==> src/rtl/rv32i_pkg.sv <==
// Shared encodings for the multi-cycle RV32I control unit.
// Opcodes, FSM states, ALU operations, immediate formats and selects.
package rv32i_pkg;

  localparam logic [6:0] OP_LW  = 7'b0000011;
  localparam logic [6:0] OP_SW  = 7'b0100011;
  localparam logic [6:0] OP_R   = 7'b0110011;
  localparam logic [6:0] OP_I   = 7'b0010011;
  localparam logic [6:0] OP_BR  = 7'b1100011;
  localparam logic [6:0] OP_JAL = 7'b1101111;

  typedef enum logic [3:0] {
    S_FETCH, S_DECODE, S_MEM_ADDR, S_MEM_READ,
    S_MEM_WB, S_MEM_WRITE, S_EXEC_R, S_EXEC_I,
    S_ALU_WB, S_BRANCH, S_JAL, S_TRAP
  } state_e;

  typedef enum logic [3:0] {
    ALU_ADD  = 4'b0000, ALU_SUB  = 4'b0001,
    ALU_AND  = 4'b0010, ALU_OR   = 4'b0011,
    ALU_XOR  = 4'b0100, ALU_SLT  = 4'b0101,
    ALU_SLTU = 4'b0110, ALU_SLL  = 4'b0111,
    ALU_SRL  = 4'b1000, ALU_SRA  = 4'b1001
  } alu_op_e;

  typedef enum logic [2:0] {
    IMM_I = 3'b000, IMM_S = 3'b001,
    IMM_B = 3'b010, IMM_J = 3'b011
  } imm_e;

  typedef enum logic {CLS_R, CLS_I} alu_class_e;

  localparam logic       ADR_PC     = 1'b0;
  localparam logic       ADR_ALUOUT = 1'b1;
  localparam logic [1:0] A_PC       = 2'b00;
  localparam logic [1:0] A_OLDPC    = 2'b01;
  localparam logic [1:0] A_RS1      = 2'b10;
  localparam logic [1:0] B_RS2      = 2'b00;
  localparam logic [1:0] B_IMM      = 2'b01;
  localparam logic [1:0] B_FOUR     = 2'b10;
  localparam logic [1:0] RES_ALUOUT = 2'b00;
  localparam logic [1:0] RES_MEM    = 2'b01;
  localparam logic [1:0] RES_ALU    = 2'b10;

endpackage

==> src/rtl/alu_decoder.sv <==
// Maps func3 / func7[5] and instruction class to an ALU operation.
// func7[5] picks SUB only for register ops, SRA for both classes.
module alu_decoder
  import rv32i_pkg::*;
(
  input  logic [2:0] func3,
  input  logic       func7_5,
  input  alu_class_e cls,
  output alu_op_e    alu_op
);

  // func3 selects the operation family, func7[5] the variant
  always_comb begin
    alu_op = ALU_ADD;
    case (func3)
      3'b000: alu_op = (func7_5 && cls == CLS_R) ? ALU_SUB : ALU_ADD;
      3'b001: alu_op = ALU_SLL;
      3'b010: alu_op = ALU_SLT;
      3'b011: alu_op = ALU_SLTU;
      3'b100: alu_op = ALU_XOR;
      3'b101: alu_op = func7_5 ? ALU_SRA : ALU_SRL;
      3'b110: alu_op = ALU_OR;
      3'b111: alu_op = ALU_AND;
      default: alu_op = ALU_ADD;
    endcase
  end

endmodule

==> src/rtl/rv32i_mc_control.sv <==
// Multi-cycle RV32I control FSM with memory handshake, traps
// and a retired-instruction counter.
module rv32i_mc_control
  import rv32i_pkg::*;
#(
  parameter int MAX_WAIT = 16,
  parameter int CNT_W    = 32
) (
  input  logic             clk,
  input  logic             rst,
  input  logic [6:0]       op_code,
  input  logic [2:0]       func3,
  input  logic [6:0]       func7,
  input  logic             zero,
  input  logic             mem_ready,
  output logic             pc_write,
  output logic             ir_write,
  output logic             reg_write,
  output logic             mem_write,
  output logic             mem_read,
  output logic             adr_src,
  output logic [1:0]       alu_src_a,
  output logic [1:0]       alu_src_b,
  output logic [1:0]       result_src,
  output logic [2:0]       imm_type,
  output logic [3:0]       alu_control,
  output logic             illegal,
  output logic             bus_error,
  output logic [CNT_W-1:0] instret
);

  localparam int WAIT_W = $clog2(MAX_WAIT + 1);

  state_e      state, next;
  logic [WAIT_W-1:0] wait_cnt;
  logic        mem_state, timeout, retire;
  logic        pc_w, ir_w, reg_w, mem_w, mem_r;
  alu_class_e  cls;
  alu_op_e     dec_op;
  logic        unused_func7;

  assign unused_func7 = ^{func7[6], func7[4:0]};
  assign cls = (state == S_EXEC_R) ? CLS_R : CLS_I;

  alu_decoder u_alu_dec (
    .func3   (func3),
    .func7_5 (func7[5]),
    .cls     (cls),
    .alu_op  (dec_op)
  );

  assign mem_state = state inside {S_FETCH, S_MEM_READ, S_MEM_WRITE};
  assign timeout = mem_state && !mem_ready
                && (int'(wait_cnt) + 1 >= MAX_WAIT);
  assign retire = (next == S_FETCH)
               && (state inside {S_MEM_WB, S_MEM_WRITE,
                                 S_ALU_WB, S_BRANCH, S_JAL});

  // Next-state selection, including handshake waits and traps
  always_comb begin
    next = state;
    case (state)
      S_FETCH:
        if (mem_ready)    next = S_DECODE;
        else if (timeout) next = S_TRAP;
      S_DECODE:
        case (op_code)
          OP_LW, OP_SW: next = S_MEM_ADDR;
          OP_R:         next = S_EXEC_R;
          OP_I:         next = S_EXEC_I;
          OP_BR:  next = (func3[2:1] == 2'b00) ? S_BRANCH : S_TRAP;
          OP_JAL:       next = S_JAL;
          default:      next = S_TRAP;
        endcase
      S_MEM_ADDR:
        next = (op_code == OP_SW) ? S_MEM_WRITE : S_MEM_READ;
      S_MEM_READ:
        if (mem_ready)    next = S_MEM_WB;
        else if (timeout) next = S_TRAP;
      S_MEM_WRITE:
        if (mem_ready)    next = S_FETCH;
        else if (timeout) next = S_TRAP;
      S_EXEC_R, S_EXEC_I:
        next = S_ALU_WB;
      S_MEM_WB, S_ALU_WB, S_BRANCH, S_JAL:
        next = S_FETCH;
      S_TRAP:
        next = S_TRAP;
      default:
        next = S_FETCH;
    endcase
  end

  // State, wait counter, retire counter and sticky trap flags
  always_ff @(posedge clk or posedge rst) begin
    if (rst) begin
      state     <= S_FETCH;
      wait_cnt  <= '0;
      instret   <= '0;
      illegal   <= 1'b0;
      bus_error <= 1'b0;
    end else begin
      state <= next;
      if (next != state)
        wait_cnt <= '0;
      else if (mem_state && !mem_ready)
        wait_cnt <= wait_cnt + 1'b1;
      if (retire)
        instret <= instret + CNT_W'(1);
      if (state == S_DECODE && next == S_TRAP)
        illegal <= 1'b1;
      if (timeout)
        bus_error <= 1'b1;
    end
  end

  // Per-state datapath controls; fetch and branch writes are Mealy
  always_comb begin
    pc_w        = 1'b0;
    ir_w        = 1'b0;
    reg_w       = 1'b0;
    mem_w       = 1'b0;
    mem_r       = 1'b0;
    adr_src     = ADR_PC;
    alu_src_a   = A_PC;
    alu_src_b   = B_RS2;
    result_src  = RES_ALUOUT;
    imm_type    = IMM_I;
    alu_control = ALU_ADD;
    case (state)
      S_FETCH: begin
        mem_r      = 1'b1;
        alu_src_b  = B_FOUR;
        result_src = RES_ALU;
        ir_w       = mem_ready;
        pc_w       = mem_ready;
      end
      S_DECODE: begin
        alu_src_a = A_OLDPC;
        alu_src_b = B_IMM;
        imm_type  = (op_code == OP_JAL) ? IMM_J : IMM_B;
      end
      S_MEM_ADDR: begin
        alu_src_a = A_RS1;
        alu_src_b = B_IMM;
        imm_type  = (op_code == OP_SW) ? IMM_S : IMM_I;
      end
      S_MEM_READ: begin
        mem_r   = 1'b1;
        adr_src = ADR_ALUOUT;
      end
      S_MEM_WB: begin
        result_src = RES_MEM;
        reg_w      = 1'b1;
      end
      S_MEM_WRITE: begin
        mem_w   = 1'b1;
        adr_src = ADR_ALUOUT;
      end
      S_EXEC_R: begin
        alu_src_a   = A_RS1;
        alu_src_b   = B_RS2;
        alu_control = dec_op;
      end
      S_EXEC_I: begin
        alu_src_a   = A_RS1;
        alu_src_b   = B_IMM;
        alu_control = dec_op;
      end
      S_ALU_WB: reg_w = 1'b1;
      S_BRANCH: begin
        alu_src_a   = A_RS1;
        alu_control = ALU_SUB;
        pc_w        = zero ^ func3[0];
      end
      S_JAL: begin
        alu_src_a = A_OLDPC;
        alu_src_b = B_FOUR;
        imm_type  = IMM_J;
        reg_w     = 1'b1;
        pc_w      = 1'b1;
      end
      default: ;
    endcase
  end

  assign pc_write  = pc_w  & ~rst;
  assign ir_write  = ir_w  & ~rst;
  assign reg_write = reg_w & ~rst;
  assign mem_write = mem_w & ~rst;
  assign mem_read  = mem_r & ~rst;

endmodule

==> config.mk <==
export PLATFORM = sky130hd
export DESIGN_NAME = rv32i_mc_control
export DESIGN_NICKNAME = d
export VERILOG_FILES = /design/src/rtl/rv32i_pkg.sv /design/src/rtl/alu_decoder.sv /design/src/rtl/rv32i_mc_control.sv
export SDC_FILE = /design/constraint.sdc
export NUM_CORES = 1
export LEC_CHECK = 0
export CAP_MARGIN = 25
export CORE_MARGIN = 2
export CORE_UTILIZATION = 35
export CTS_CLUSTER_SIZE = 25
export DETAILED_ROUTE_END_ITERATION = 6
export GPL_ROUTABILITY_DRIVEN = 0
export GPL_TIMING_DRIVEN = 0
export PLACE_DENSITY_LB_ADDON = 0.2
export SLEW_MARGIN = 20
export SYNTH_ARGS = -nofsm -noshare
export SYNTH_HDL_FRONTEND = slang
export SYNTH_SLANG_ARGS = --single-unit
==> constraint.sdc <==
create_clock -name clk -period 2.37 [get_ports clk]
set_clock_uncertainty 0.2 [all_clocks]
set_input_delay 0.474 -clock clk [delete_from_list [all_inputs] [get_ports clk]]
set_output_delay 0.474 -clock clk [all_outputs]
set_load 0.05 [all_outputs]
==> results.ini <==
[run_status]
status=completed

[clock_tree]
cts-root-buf=clkbuf_8
htreeDepth=2
cts_buffer_depth=2
cts_tree=built
cts_made_buffers=5
clock_latency_ns=0.29
clk_pin_slew_ns=0.08
clock_sinks=43

[worst_setup_path]
cp_cell_sequence=buf_6 > buf_8 > nand2_1 > o22ai_1 > nand2_1 > a211oi_4 > buf_6
required_ns=1.70
crit_buf_inv=3
cp.arrival_ns=1.69
end_kind=primary output
reg2reg_depth=6
cp-start-kind=flop
slowest_stage=dfrtp_1
crit_cells=7
r2r_setup_slack_ns=0.10
critPathTopFamily=buffers and inverters
crit_type=reg -> out
reg2reg_from=wait_cnt[0]
cpPeakStageDelay_ns=0.39
reg2reg_to=wait_cnt[0]
critPathMaxFanout=7

[sta]
setup_tns_ns=0
fin_crit_sh=0.996
slew_headroom=0.590
max_freq_ghz=0.424
finalSetupViolations=0
tightest_slew_ns=0.615
rsz0062_at_grt=yes
finalHoldViolations=0
min_period_ns=2.36
maxSlewViolCount=0

[global_route]
grt_pass1_wl_mm=12.6
antenna_found_initial=0
grt_usage=0.184
overflow=0
grt_pass1_vias=2583
grt_max_degree=23

[routing]
viasPerCell=5.43
drt-initial-drc-count=213
drcViolationCount=0
finalWirelength_mm=7.55
dr.pass1.iters=5
wire_per_inst_um=15.7
ant_nets=0
vias=2604

[cells_and_area]
num_antenna_cells=0
fin_util=0.534
num-nets-final=403
drive_gt1_frac=0.276
layoutNonFillerInstCount=480
syn_to_final_growth_pct=45.6

[synthesis]
synth_edf_count=0
ys_async_sr_fraction=1.00
ys_seq_area_frac=0.400
synth.top_cell.area_share=0.400
synthesis.nets=305
syn_inst=282
yosysTopAreaCell=dfrtp_1
synth_area_um2=2690
synth_flop_cell=dfrtp_1
ys_ff_latch=43
synth.avg_cell_area_um2=9.53
synth.distinct_cells=55
yosys_warnings=0
synth_area_leaders=dfrtp_1, xnor2_1, xor2_1

[pwr]
p_leak_nw=1.54
power_per_cell_area_nw_per_um2=1070
ir_drop_v=0.000899

[floorplanning]
die_h_um=91.7
coreArea_um2=7330
start_util=0.367
die_w_um=91.7
io_pins=74
dieArea_um2=8400
rows=31

[place]
portBuffers=65
hpwl_mm=5.07
dp_cells=446

[run]
drv_cap=0

[worst_hold_path]
worstHoldEndpoint=bus_error
hold_depth=1
hold_path_class=reg -> reg
holdCritStartpoint=bus_error

==> logic make-up (layout without fill, tap and decap cells) <==
| group | count (synthesis) | after routing | share of synthesized area |
|---|---|---|---|
| AO/OA/AOI/OAI | 42 | 42 | 0.121 |
| XOR/XNOR | 41 | 41 | 0.134 |
| adder cells (fa/ha/maj) | 2 | 2 | 0.00931 |
| buffers and inverters | 20 | 119 | 0.0372 |
| flip-flops | 43 | 43 | 0.400 |
| multiplexers | 5 | 5 | 0.0191 |
| other | 1 | 1 | 0.00139 |
| AND/OR/NAND/NOR | 128 | 128 | 0.278 |
==> metal layers <==
metal,vias to the layer above,global-route usage,wire length [um]
met3,9,0.0329,424
met2,97,0.291,3610
met4,0,0.0682,96
li1,1215,-,-
met1,1283,0.253,3420
met5,-,0,0
==> area by class of cell <==
cell class / count / area, um^2
Multi-Input combinational cell: 219 / 1660
Timing Repair Buffer: 89 / 768
Sequential cell: 43 / 1080
Timing Repair inverter: 2 / 12.5
Fill cell: 673 / 3420
Clock buffer: 8 / 100
Buffer: 11 / 123
Inverter: 9 / 48.8
Tap cell: 99 / 124
==> synthesized netlist by cell type, drive strengths merged (2+ instances only) <==
master   count
dfrtp       43
xnor2       28
nand2       25
nand3       19
nor2        17
nand4       13
nor3        13
xor2        13
nor4        12
inv          9
and3         8
buf          8
o21ai        8
a21oi        6
nand2b       6
a211oi       4
and4         4
mux2i        4
nor2b        4
o22ai        4
a22oi        3
clkbuf       3
a21boi       2
ha           2
nand4bb      2
o31ai        2
or2          2
==> per-stage QoR <==
step	total power, mW	hold slack [ns]	setup WS, ns	instance area, um^2
floorplan	2.61	0.275	-0.203	2770
global placement	3.25	0.254	-1.63	3540
detailed placement	3.25	0.263	-1.64	3540
CTS	3.98	0.283	-0.0126	3810
global route	4.40	0.306	-0.0746	3910
finish	4.19	0.283	0.00975	3910
==> power by group <==
| group | switching [mW] | internal, mW | total, mW |
|---|---|---|---|
| Sequential | 0.102 | 0.827 | 0.929 |
| Clock | 0.243 | 0.266 | 0.509 |
| Combinational | 1.74 | 1.02 | 2.76 |
==> layout by cell type (no fill, tap or decap), types with 4 or more instances in the layout <==
| master | instances |
|---|---|
| nor2_1 | 13 |
| buf_6 | 9 |
| buf_2 | 7 |
| clkinvlp_4 | 5 |
| inv_1 | 5 |
| clkbuf_8 | 7 |
| nand3_1 | 18 |
| and3_1 | 8 |
| mux2i_1 | 4 |
| xor2_1 | 13 |
| nand4_1 | 13 |
| clkdlybuf4s50_1 | 37 |
| o21ai_0 | 6 |
| dlygate4sd2_1 | 7 |
| and4_1 | 4 |
| nand2_1 | 23 |
| buf_4 | 32 |
| a21oi_2 | 4 |
| nor3_2 | 4 |
| nand2b_1 | 6 |
| nor4_1 | 7 |
| xnor2_1 | 28 |
| dfrtp_1 | 43 |
| nor3_1 | 8 |
==> state kept, by name (all words and copies together), names as in the netlist <==
register / flops
instret: 32
wait_cnt: 5
state: 4
bus_error: 1
illegal: 1
==> how the worst max path moves through the flow <==
| stage | start | end |
|---|---|---|
| 6_report | state[0] | pc_write |
| 4_1_cts | state[2] | alu_control[3] |
| 2_1_floorplan | state[1] | result_src[0] |
| 3_3_place_gp | rst | reg_write |
| 3_5_place_dp | rst | reg_write |
| 5_1_grt | state[0] | pc_write |
==> what timing repair did <==
item | 4_1_cts | 5_1_grt
endpoints found under the setup margin | 23 | 25
resized for setup | 141 | 22
hold buffers | 0 | 0
cloned | 2 | 0
endpoints found under the hold margin | 0 | 0
pin swaps | 6 | 5
setup buffers | 17 | 7
No activity file was read; power rests on OpenSTA's default activity.
